===== config.mk =====
export PLATFORM = sky130hd
export DESIGN_NAME = block_xfer_seq
export DESIGN_NICKNAME = d
export VERILOG_FILES = /design/src/rtl/block_xfer_seq_pkg.sv /design/src/rtl/block_xfer_seq_cmp8.sv /design/src/rtl/block_xfer_seq.sv
export SDC_FILE = /design/constraint.sdc
export NUM_CORES = 1
export LEC_CHECK = 0
export ABC_AREA = 1
export BUFFER_PORTS_ARGS = -buffer_cell sky130_fd_sc_hd__buf_2
export CORE_MARGIN = 8
export CORE_UTILIZATION = 49
export DETAILED_ROUTE_END_ITERATION = 10
export GPL_TIMING_DRIVEN = 0
export PLACE_DENSITY_LB_ADDON = 0.12
export SLEW_MARGIN = 20
export SYNTH_ARGS = -nofsm -noshare
export SYNTH_HDL_FRONTEND = slang
export SYNTH_SLANG_ARGS = --single-unit

===== constraint.sdc =====
create_clock -name clk -period 2.8 [get_ports clk]
set_clock_uncertainty 0.1 [all_clocks]
set_input_delay 0.56 -clock clk [delete_from_list [all_inputs] [get_ports clk]]
set_output_delay 0.56 -clock clk [all_outputs]
set_load 0.01 [all_outputs]

===== src/rtl/block_xfer_seq_pkg.sv =====
// Shared constants for the block-transfer sequencer: register-select indices,
// bc_dec bit positions, flag-vector layout and FSM state encoding.
package block_xfer_seq_pkg;

   localparam int REG_SELECT_WIDTH  = 11;
   localparam int REG_SELECT_IDX_HL = 10;
   localparam int REG_SELECT_IDX_DE = 9;

   localparam int BC_DEC_IDX_LD = 0;
   localparam int BC_DEC_IDX_CP = 1;

   localparam int FLAG_S  = 5;
   localparam int FLAG_Z  = 4;
   localparam int FLAG_H  = 3;
   localparam int FLAG_PV = 2;
   localparam int FLAG_N  = 1;
   localparam int FLAG_C  = 0;

   typedef enum logic [2:0] {
      ST_IDLE   = 3'd0,
      ST_RD     = 3'd1,
      ST_WR     = 3'd2,
      ST_UPD_HL = 3'd3,
      ST_UPD_DE = 3'd4,
      ST_CHK    = 3'd5,
      ST_DONE   = 3'd6
   } state_t;

   // Pointer step with natural 16-bit wrap in both directions.
   function automatic logic [15:0] step16(input logic [15:0] v, input logic dec);
      return dec ? (v - 16'd1) : (v + 16'd1);
   endfunction

endpackage


===== src/rtl/block_xfer_seq_cmp8.sv =====
// 8-bit compare (a - b) producing sign, zero, half-borrow and match flags.
module block_xfer_seq_cmp8 (
   input  logic [7:0] a,
   input  logic [7:0] b,
   output logic       s,
   output logic       z,
   output logic       h,
   output logic       match
);

   logic [7:0] diff;

   assign diff  = a - b;
   assign s     = diff[7];
   assign z     = (diff == 8'h00);
   // Borrow out of the low nibble into bit 4.
   assign h     = (a[3:0] < b[3:0]);
   assign match = (a == b);

endmodule


===== src/rtl/block_xfer_seq.sv =====
// Sequencer for Z80 LDI/LDD/LDIR/LDDR and CPI/CPD/CPIR/CPDR: runs the memory
// cycles and drives HL/DE writeback, BC decrement and CP flags to the regfile.
//
// state     | meaning
// ----------+-----------------------------------------------------------
// ST_IDLE   | waiting for start
// ST_RD     | read mem[src], hold until mem_ready
// ST_WR     | LD only: write data to mem[dst], hold until mem_ready
// ST_UPD_HL | write HL +-1, pulse bc_dec, CP flags strobe
// ST_UPD_DE | LD only: write DE +-1
// ST_CHK    | sample bc_zero / match, repeat or finish
// ST_DONE   | one-cycle done pulse
module block_xfer_seq
   import block_xfer_seq_pkg::*;
(
   input  logic                        clk,
   input  logic                        n_reset,
   input  logic                        start,
   input  logic                        op_cp,
   input  logic                        op_dec,
   input  logic                        op_rep,
   input  logic [15:0]                 hl_in,
   input  logic [15:0]                 de_in,
   input  logic [7:0]                  a_in,
   input  logic                        bc_zero,
   input  logic [5:0]                  flags_cur,
   output logic [15:0]                 mem_addr,
   output logic                        mem_rd,
   output logic                        mem_wr,
   output logic [7:0]                  mem_wdata,
   input  logic [7:0]                  mem_rdata,
   input  logic                        mem_ready,
   output logic [1:0]                  bc_dec,
   output logic                        reg_we,
   output logic [REG_SELECT_WIDTH-1:0] reg_write_addr,
   output logic [15:0]                 reg_in,
   output logic                        flags_we,
   output logic [5:0]                  flags_in,
   output logic                        busy,
   output logic                        done
);

   state_t      state, state_nxt;
   logic [15:0] src, dst;
   logic [7:0]  acc, data;
   logic        cp, dec, rep, match;

   logic        cmp_s, cmp_z, cmp_h, cmp_match;
   logic        flags_unused;

   assign flags_unused = ^flags_cur[5:1];

   block_xfer_seq_cmp8 u_cmp (
      .a     (acc),
      .b     (data),
      .s     (cmp_s),
      .z     (cmp_z),
      .h     (cmp_h),
      .match (cmp_match)
   );

   always_ff @(posedge clk or negedge n_reset) begin
      if (!n_reset) begin
         state <= ST_IDLE;
         src   <= 16'h0000;
         dst   <= 16'h0000;
         acc   <= 8'h00;
         data  <= 8'h00;
         cp    <= 1'b0;
         dec   <= 1'b0;
         rep   <= 1'b0;
         match <= 1'b0;
      end else begin
         state <= state_nxt;
         if (state == ST_IDLE && start) begin
            src   <= hl_in;
            dst   <= de_in;
            acc   <= a_in;
            cp    <= op_cp;
            dec   <= op_dec;
            rep   <= op_rep;
            match <= 1'b0;
         end
         if (state == ST_RD && mem_ready)
            data <= mem_rdata;
         if (state == ST_UPD_HL) begin
            src <= step16(src, dec);
            if (cp)
               match <= cmp_match;
         end
         if (state == ST_UPD_DE)
            dst <= step16(dst, dec);
      end
   end

   always_comb begin
      state_nxt      = state;
      mem_addr       = 16'h0000;
      mem_rd         = 1'b0;
      mem_wr         = 1'b0;
      mem_wdata      = 8'h00;
      bc_dec         = 2'b00;
      reg_we         = 1'b0;
      reg_write_addr = '0;
      reg_in         = 16'h0000;
      flags_we       = 1'b0;
      flags_in       = 6'b000000;
      done           = 1'b0;
      busy           = (state != ST_IDLE) && (state != ST_DONE);

      case (state)
         ST_IDLE: begin
            if (start)
               state_nxt = ST_RD;
         end
         ST_RD: begin
            mem_rd   = 1'b1;
            mem_addr = src;
            if (mem_ready)
               state_nxt = cp ? ST_UPD_HL : ST_WR;
         end
         ST_WR: begin
            mem_wr    = 1'b1;
            mem_addr  = dst;
            mem_wdata = data;
            if (mem_ready)
               state_nxt = ST_UPD_HL;
         end
         ST_UPD_HL: begin
            reg_we                            = 1'b1;
            reg_write_addr[REG_SELECT_IDX_HL] = 1'b1;
            reg_in                            = step16(src, dec);
            if (cp) begin
               bc_dec[BC_DEC_IDX_CP] = 1'b1;
               flags_we              = 1'b1;
               flags_in[FLAG_S]      = cmp_s;
               flags_in[FLAG_Z]      = cmp_z;
               flags_in[FLAG_H]      = cmp_h;
               flags_in[FLAG_PV]     = 1'b0;
               flags_in[FLAG_N]      = 1'b1;
               flags_in[FLAG_C]      = flags_cur[FLAG_C];
               state_nxt             = ST_CHK;
            end else begin
               bc_dec[BC_DEC_IDX_LD] = 1'b1;
               state_nxt             = ST_UPD_DE;
            end
         end
         ST_UPD_DE: begin
            reg_we                            = 1'b1;
            reg_write_addr[REG_SELECT_IDX_DE] = 1'b1;
            reg_in                            = step16(dst, dec);
            state_nxt                         = ST_CHK;
         end
         ST_CHK: begin
            // BC = 0 at entry wraps to 0xFFFF and keeps looping, as on the Z80.
            if (rep && !bc_zero && !(cp && match))
               state_nxt = ST_RD;
            else
               state_nxt = ST_DONE;
         end
         ST_DONE: begin
            done      = 1'b1;
            state_nxt = ST_IDLE;
         end
         default: state_nxt = ST_IDLE;
      endcase
   end

endmodule


Yosys cells after proc, flatten, opt, wreduce, memory -nomap -nowiden --
Cells that the tools add are included. W data, S select, Z words.
Storage, ports and cells: bits of input ports 62, logic and storage cells 72, output and inout bits 65, register bits 55
Operators by class: eq/ne operators 11, $add $sub $neg 5, magnitude comparators 1, reduce and logical (&&, ||, !) cells 15, muxes and demuxes 31
Operator list (count):
- $mux W16 | 6
- $pmux W16 S2 | 2
- $add A16 B1 Y16 const B | 2
- $sub A16 B1 Y16 const B | 2
- $pmux W3 S6 | 1
- $mux W1 | 14
- $mux W3 | 4
- $mux W6 | 2
- $eq A3 B3 Y1 const B | 3
- $eq A8 B8 Y1 | 1
- $logic_not A8 Y1 | 1
- $mux W8 | 1
- $sub A8 B8 Y8 | 1
- $eq A3 B2 Y1 const B | 2
- $logic_and A1 B1 Y1 | 6
- $ne A2 B2 Y1 const B | 3
- $lt A4 B4 Y1 | 1
- $reduce_bool A2 Y1 | 2
- $eq A3 B1 Y1 const B | 1
- $logic_not A3 Y1 | 1
- $ne A3 B3 Y1 const B | 1
- $reduce_and A3 Y1 | 1
- $reduce_bool A3 Y1 | 1
- $logic_not A1 Y1 | 2
- other kinds (2) | 2

Logic depth before layout (Yosys ltp) --
Gate-level depths: netlist (run 1).
depth after elaboration 5, depth in mapped cells 13

By module --
Synthesis (run 1) repeated with hierarchy kept, for this count alone.
Second synthesis, totals: cells, all modules 830, area total of the unflattened synthesis 5223.8 sq um
By module, submodules not included:
- block_xfer_seq | cells each 736, area an instance 4707.0 sq um, instances 1, sequential area each 1376.3 sq um
- block_xfer_seq_cmp8 | cells each 94, area an instance 516.7 sq um, instances 1, sequential area each 0.0 sq um

Least setup slack after synthesis (run 1) --
OpenSTA, ideal clock, no wires.
kind register to output, start reg dec, end out reg_in[12], stages on the path, launching flop included 9, setup slack 0.003 ns, data arrival time 2.137 ns, cell sequence dfrtp_1 -> ha_1 -> or2_2 -> and2_1 -> nand3_1 -> nand3_1 -> nand2_1 -> nand3_1 -> nand2_1
On the way: word-level cells in the longest chain between the ends 2, elaborated cells between the ends (all ways) 3, those cells by class mux: 3
Ends and longest elaborated chain:
- start, declared | RTL line block_xfer_seq.sv:46 | logic cp, dec, rep, match;
- start signal, assigned | RTL line block_xfer_seq.sv:80 | dec <= op_dec;
- $mux W16 | RTL line block_xfer_seq_pkg.sv:31 | return dec ? (v - 16'd1) : (v + 16'd1);
- $pmux W16 S2 (*) | RTL line block_xfer_seq.sv:111 | case (state)
- end, declared | RTL line block_xfer_seq.sv:36 | output logic [15:0] reg_in,
Every way passes the cells marked *; elsewhere a longest branch is shown, timed or not.

Final worst setup path (run 1) --
start reg dec, end out reg_in[7]
The elaborated chain is that of the path after synthesis.

==> metrics.cfg, run 1 <==
[status]
outcome = finished with violations
violations = negative setup slack

[logic_synthesis]
yosys_warnings = 0
ys_types = 37
syn_area_mm2 = 0.00498
yosys-top-cells-area = dfrtp_1 (28%), nand2_1 (19%), inv_1 (9.4%)
ys_seq_area_share_pct = 27.7
synth_top_cell_by_area = dfrtp_1
async_flop_share_pct = 100
avgSynthCellArea_um2 = 6.37
synth_edf_count = 0
synth_ff_type = dfrtp_1
syn_inst = 781
synth_seq_cells = 55
synth_top_area_share_pct = 27.7

[floorplanning]
start_util_pct = 50.7
die_w_um = 117
fp.dieH_um = 117
core_mm2 = 0.00982
die-area_mm2 = 0.0136
ios = 127
rows = 36

[pwr]
p_sw_share_pct = 54.3
power_leakage_nw = 3.74
pwr-share-clk_pct = 5.2
power_density_mw_per_mm2 = 1470
p_int_mw = 4.55
ir_drop_v = 0.000652
finalPower_mw = 9.95
p_comb_share_pct = 78.6
seqPwrFrac_pct = 16.3
p_switching_mw = 5.40

[setup_path]
cp_max_fo = 8
critical_path_class = flop to output pin
start_kind = flop
worstPathRequired_ps = 2140
worstSetupEndpointType = output pin
cp_data_arrival_time_ps = 2400

[global_route]
grt_pass1_vias = 5521
grt.overflow.total = 0
grt_max_degree = 56
grt_pass1_wl_um = 25900
gr-usage-all-layers_pct = 24.3
antenna_found_initial = 0

[clock_network]
cts_inserted_buffers = 5
cts-htree-levels = 2
ctsRootBufferMaster = clkbuf_8
ctsHoldBuffers = 0
clock_sinks = 55
cts_buffer_depth = 2
clock_latency_ps = 330
clk_pin_slew_ps = 130
cts_tree = built

[final_layout]
area_growth_syn_to_layout_pct = 35.8
final_util_pct = 68.9
finish.net_count = 1033
antennaDiodeCount = 0
drive_gt1_share_pct = 33.6
fill_cells = 888
fin_area_mm2 = 0.00676

[sta]
relSlewSlack_pct = 48.5
finalCritPeriodShare_pct = 109
max_freq_mhz = 327
hold_viol = 0
fin_ws_ps = -259
setup_tns_ps = -2110
final-setup-viol-count = 12
tightest_slew_ps = 773
fin_hold_ws_ps = 204
grt_setup_unrepaired = true
drv_slew = 0
fin_crit_ps = 3060

[route]
via_count = 5672
wirelength_um = 17100
drc_errors = 0
avgRoutedWirePerCell_um = 16.0
drt_iter0_markers = 355
antenna_left = 0
drt_first_pass_iters = 5
drt-vias-per-instance = 5.31

[min_path]
hold_class = primary input to async pin

[run]
drv_cap = 0

[placement]
gp_congestion = 0.905
dp_hpwl_um = 12500
placed_cell_area_mm2 = 0.00574
io_buffers = 111

## per-layer routing
| layer | routed length [µm] | GRT usage (%) |
|---|---|---|
| met5 | 0 | 0 |
| met4 | 537 | 9.64 |
| met3 | 1370 | 5.44 |
| met2 | 8020 | 40.4 |
| met1 | 7170 | 29.9 |
## cell families (layout without fill, tap and decap cells)
| kind of cell | after synthesis | in the layout | synth area share (%) |
|---|---|---|---|
| other cells | 1 | 10 | 0.0753 |
| xor+xnor | 6 | 6 | 1.06 |
| simple gates | 394 | 394 | 33.3 |
| compound gates | 130 | 130 | 14.4 |
| fa+ha+maj | 37 | 37 | 9.60 |
| buf+inv | 158 | 303 | 13.9 |
| flops | 55 | 55 | 27.7 |
## repair_timing
action	CTS	global route
pin swaps	31	30
resized for setup	75	82
buffers inserted	19	8
endpoints found under the setup margin	16	22
## path summary, 6_finish.rpt
kind | startpoint | to | slack [ps] | cells after the start
worst max-delay path | dec$_DFFE_PN0P_ | reg_in[7] | -260 | 11
worst min-delay path | n_reset | src[7]$_DFFE_PN0P_ | 200 | 1
worst max register to register | dec$_DFFE_PN0P_ | dst[6]$_DFFE_PN0P_ | 80 | 16
worst min register to register | acc[2]$_DFFE_PN0P_ | acc[2]$_DFFE_PN0P_ | 400 | 2
max in group asynchronous | n_reset | dec$_DFFE_PN0P_ | 1810 | 1
min in group clk | a_in[3] | acc[3]$_DFFE_PN0P_ | 320 | 3
## final cells by class
type / instances / area, µm² / share of cell area [%]
inverters: 129 / 492 / 7.27
clock inverters: 2 / 17.5 / 0.259
clock buffers: 6 / 82.6 / 1.22
well taps: 133 / 166 / 2.46
plain buffers: 29 / 208 / 3.07
multi-input cells: 577 / 3590 / 53.0
flip-flops and latches: 55 / 1380 / 20.4
repair buffers: 137 / 828 / 12.3
## state kept, by name, summed over array words and instances (netlist names)
signal,cells
dec,1
acc,8
data,8
rep,1
dst,16
state,3
cp,1
match,1
src,16
## stage by stage
step	std cells	setup WS, ps
after global routing	1068	-373
final	1068	-259
after floorplan	790	2.73
after CTS	1061	-225
after detailed placement	1034	-234
after global placement	1034	-679
## Yosys cell counts (2+ instances only)
library cell and instances:
nand2_1 252, buf_6 6, nor2_4 3, clkbuf_1 5, o22ai_1 7, xor2_1 3, a21boi_1 3, buf_2 6
o21ai_0 43, a21o_1 2, a21oi_1 48, or2_2 5, a21boi_0 3, inv_1 124, nor2_2 3, and2_1 2
nand2_2 3, nand4_1 3, fa_1 2, o211ai_1 2, a22oi_1 10, ha_1 35, a31oi_1 2, buf_4 12
nand3b_1 7, nor3_1 9, xnor2_1 3, inv_2 5, o21ai_1 8, nand3_1 47, nor2_1 58, dfrtp_1 55
## power by group through the flow
stage / combinational (mW) / clock [mW] / sequential [mW]
6_report: 7.82 / 0.515 / 1.62
5_1_grt: 8.59 / 0.551 / 1.66
4_1_cts: 6.96 / 0.528 / 1.60
3_5_place_dp: 5.84 / 0 / 1.58
3_3_place_gp: 5.70 / 0 / 1.57
2_1_floorplan: 4.32 / 0 / 1.46
## critical path, cell delays in order (launching register included)
cell and delay, ps:
dfrtp_4 590, buf_12 180, buf_12 140, ha_4 300, nand2_4 70, nor2_2 100, nand3_2 100, nand2_4 100
a21oi_1 70, o21ai_1 130, nand2_1 130, buf_2 160
## cells in the final DEF (no fill, tap or decap), drive strengths merged, types with 5 or more instances in the layout
cell	n
a21boi	6
nand2	256
nor2	64
a22oi	10
dfrtp	55
nand3	48
nor3	9
o22ai	7
inv	131
ha	35
o21ai	51
clkbuf	11
nand3b	7
conb	10
a21oi	48
buf	161
or2	5
Power figures use the tool's default switching activity.
==> run 2, diff against run 1 <==
Settings changed: ABC_AREA 1 to unset, GPL_ROUTABILITY_DRIVEN set to 0, REMOVE_ABC_BUFFERS set to 1.
==> run 2 against run 1 <==
Net effect: the flow still finishes with violations (negative setup slack); fmax decreased by 15%; sequential power up 4%; clock-buffer cell count is 1 higher; die area down 4.5%; via count decreased by 15%; routed wire length down 9.2%; critical path type unchanged; critical endpoint is now reg_in[12]; largest cell class unchanged; highest routed layer unchanged.
==> metrics.cfg, run 2 <==
[placement]
io_buffers = 111
pre_cts_slack_ps = -1110
dp_hpwl_um = 10100
placedCellCount = 776

[logic_synthesis]
synth_mux_area_share_pct = 5.57
async_flop_share_pct = 100
synth-simple-area-share_pct = 20.4
synth_top_area_share_pct = 29.2
synth_top_family_by_area = compound AO/OA/AOI/OAI gates
yosysMostFrequentCell = nand2_1
yosys-top-cells-area = dfrtp_1 (29%), ha_1 (9.3%), nand2_1 (7.1%)
syn_inst = 557
avgSynthCellArea_um2 = 8.47
synth-adder-area-share_pct = 10.1
synth_top_cell_by_area = dfrtp_1
yosys_warnings = 0
synth_ff_type = dfrtp_1
ys_seq_area_share_pct = 29.2
ys_top_cells_by_count = nand2_1 (89), dfrtp_1 (55), o21ai_0 (45)
synth_compound_area_share_pct = 24.6
synth_seq_cells = 55
syn_area_mm2 = 0.00472
synth_xor_area_share_pct = 4.38
synth_edf_count = 0
ys_types = 68

[sta]
finalCritPeriodShare_pct = 128
drv_slew = 0
hold_viol = 0
max_freq_mhz = 279
relSlewSlack_pct = 49.7
tightest_slew_ps = 755
fin_ws_ps = -789
grt_setup_unrepaired = true
fin_crit_ps = 3590
final-setup-viol-count = 15

[route]
drt-vias-per-instance = 5.80
drt_first_pass_iters = 5
wirelength_um = 15500
drt_iter0_markers = 276
via_count = 4809
drc_errors = 0
antenna_left = 0
avgRoutedWirePerCell_um = 18.7

[run]
drv_cap = 0

[pwr]
power_density_mw_per_mm2 = 1590
power_leakage_nw = 2.99
finalPower_mw = 9.97
ir_drop_v = 0.000948

[floorplanning]
rows = 36
die-area_mm2 = 0.0130
core_mm2 = 0.00955
start_util_pct = 49.4
die_w_um = 114
ios = 127
fp.dieH_um = 114

[final_layout]
finish.net_count = 794
final_util_pct = 65.6
fill_cells = 830
fin_cells = 829
reg_top3 = dst (16), src (16)
drive_gt1_share_pct = 36.5
area_growth_syn_to_layout_pct = 32.8
mostFrequentLayoutCells = buf_2 (109), nand2_1 (87), dfrtp_1 (50)
mostFrequentLayoutCell = buf_2
antennaDiodeCount = 0

[setup_path]
crit_path_max_incr_delay_ps = 560
worstSetupPathDepth = 9
cp_max_fo = 6
slowest_stage = dfrtp_4
start_kind = flop
critical_path.top_delay_family = compound AO/OA/AOI/OAI gates
cp_cell_sequence = buf_6 > ha_4 > a21o_1 > a221o_1 > a211o_1 > a221oi_2 > xor2_1 > o22ai_2 > buf_2
critical_path_class = flop to output pin
cp_data_arrival_time_ps = 2930
rr_worst_depth = 13
critical_path_buf_inv_count = 2
worstPathRequired_ps = 2140
worstSetupEndpointType = output pin

[clock_network]
cts_buffer_depth = 2
ctsHoldBuffers = 0
clock_latency_ps = 330
clock_sinks = 55
cts-htree-levels = 2
cts_tree = built
clk_pin_slew_ps = 110
ctsRootBufferMaster = clkbuf_8
cts_inserted_buffers = 5

[global_route]
antenna_found_initial = 0
gr-usage-all-layers_pct = 23.3
grt_max_degree = 56
grt_pass1_wl_um = 24500
grt.overflow.total = 0
grt_pass1_vias = 4866

[status]
violations = negative setup slack
outcome = finished with violations

[min_path]
hold_class = primary input to async pin

run 2: cell count changes in the layout (fill, tap and decap cells not counted), sizes merged, moves of 10 or more:
| cell | change |
|---|---|
| nand2 | -167 |
| inv | -115 |
| nor2 | -47 |
| nand3 | -38 |
| mux2i | +24 |
| a22o | +17 |
| a21oi | -15 |
| a21o | +12 |
| and3 | +12 |
| and2 | +11 |
| a22oi | -10 |
run 2: report_power, final:
group          internal, mW  switching [mW]  total [mW]
Combinational          3.80            4.01        7.81
Sequential             1.20           0.478        1.68
Clock                 0.201           0.277       0.478
run 2: path summary, 6_finish.rpt:
| path | startpoint | end | slack, ps |
|---|---|---|---|
| min reg2reg | acc[5]$_DFFE_PN0P_ | acc[5]$_DFFE_PN0P_ | 400 |
| max reg2reg | dec$_DFFE_PN0P_ | dst[13]$_DFFE_PN0P_ | -190 |
| min in group clk | a_in[5] | acc[5]$_DFFE_PN0P_ | 320 |
| max in group asynchronous | n_reset | state[2]$_DFFE_PN0P_ | 1860 |
| max | dec$_DFFE_PN0P_ | reg_in[12] | -790 |
| min | n_reset | data[6]$_DFFE_PN0P_ | 190 |
run 2: logic make-up after synthesis:
group,after synthesis
other,1
flip-flops,55
adder cells (fa/ha/maj),37
XOR/XNOR,22
AO/OA/AOI/OAI,168
AND/OR/NAND/NOR,192
buffers and inverters,56
multiplexers,26
run 2: worst reg2reg max path: cells and delay by family (launching register included):
family,cells,cell delay (ps)
AOI/OAI and AO/OA,5,990
xor gates and xnor gates,1,180
adders and majority gates,1,280
buffers and inverters,6,810
DFF,1,560
run 2: metrics by stage:
step           setup TNS, ps  cell area (µm²)  hold WS, ps
2_1_floorplan          -6000             4540          164
3_3_place_gp          -53720             5270          369
3_5_place_dp          -16070             5340          373
4_1_cts                -6860             5970          222
5_1_grt                -8970             6260          253
6_report               -7610             6260          187
run 2: layout make-up:
class / count / area, µm² / share of cell area (%)
Tap cell: 133 / 166 / 2.66
Inverter: 17 / 70.1 / 1.12
Timing Repair Buffer: 160 / 1000 / 16.0
Multi-Input combinational cell: 455 / 3540 / 56.6
Clock buffer: 7 / 86.3 / 1.38
Timing Repair inverter: 1 / 5.00 / 0.0799
Sequential cell: 55 / 1390 / 22.1
Clock inverter: 1 / 5.00 / 0.0799
run 2: what timing repair did:
item / CTS / global route
gates cloned: 1 / 0
endpoints found under the setup margin: 54 / 29
buffers inserted: 30 / 14
resized for setup: 65 / 35
pin swaps: 24 / 12
run 2: per-layer routing:
metal  up-vias  GRT usage [%]  share of wire, %
met2       182           41.6                50
li1       2277              -                 -
met3        22           4.59               6.8
met5         -              0                 0
met4         0           7.28               1.9
met1      2328           27.3                41
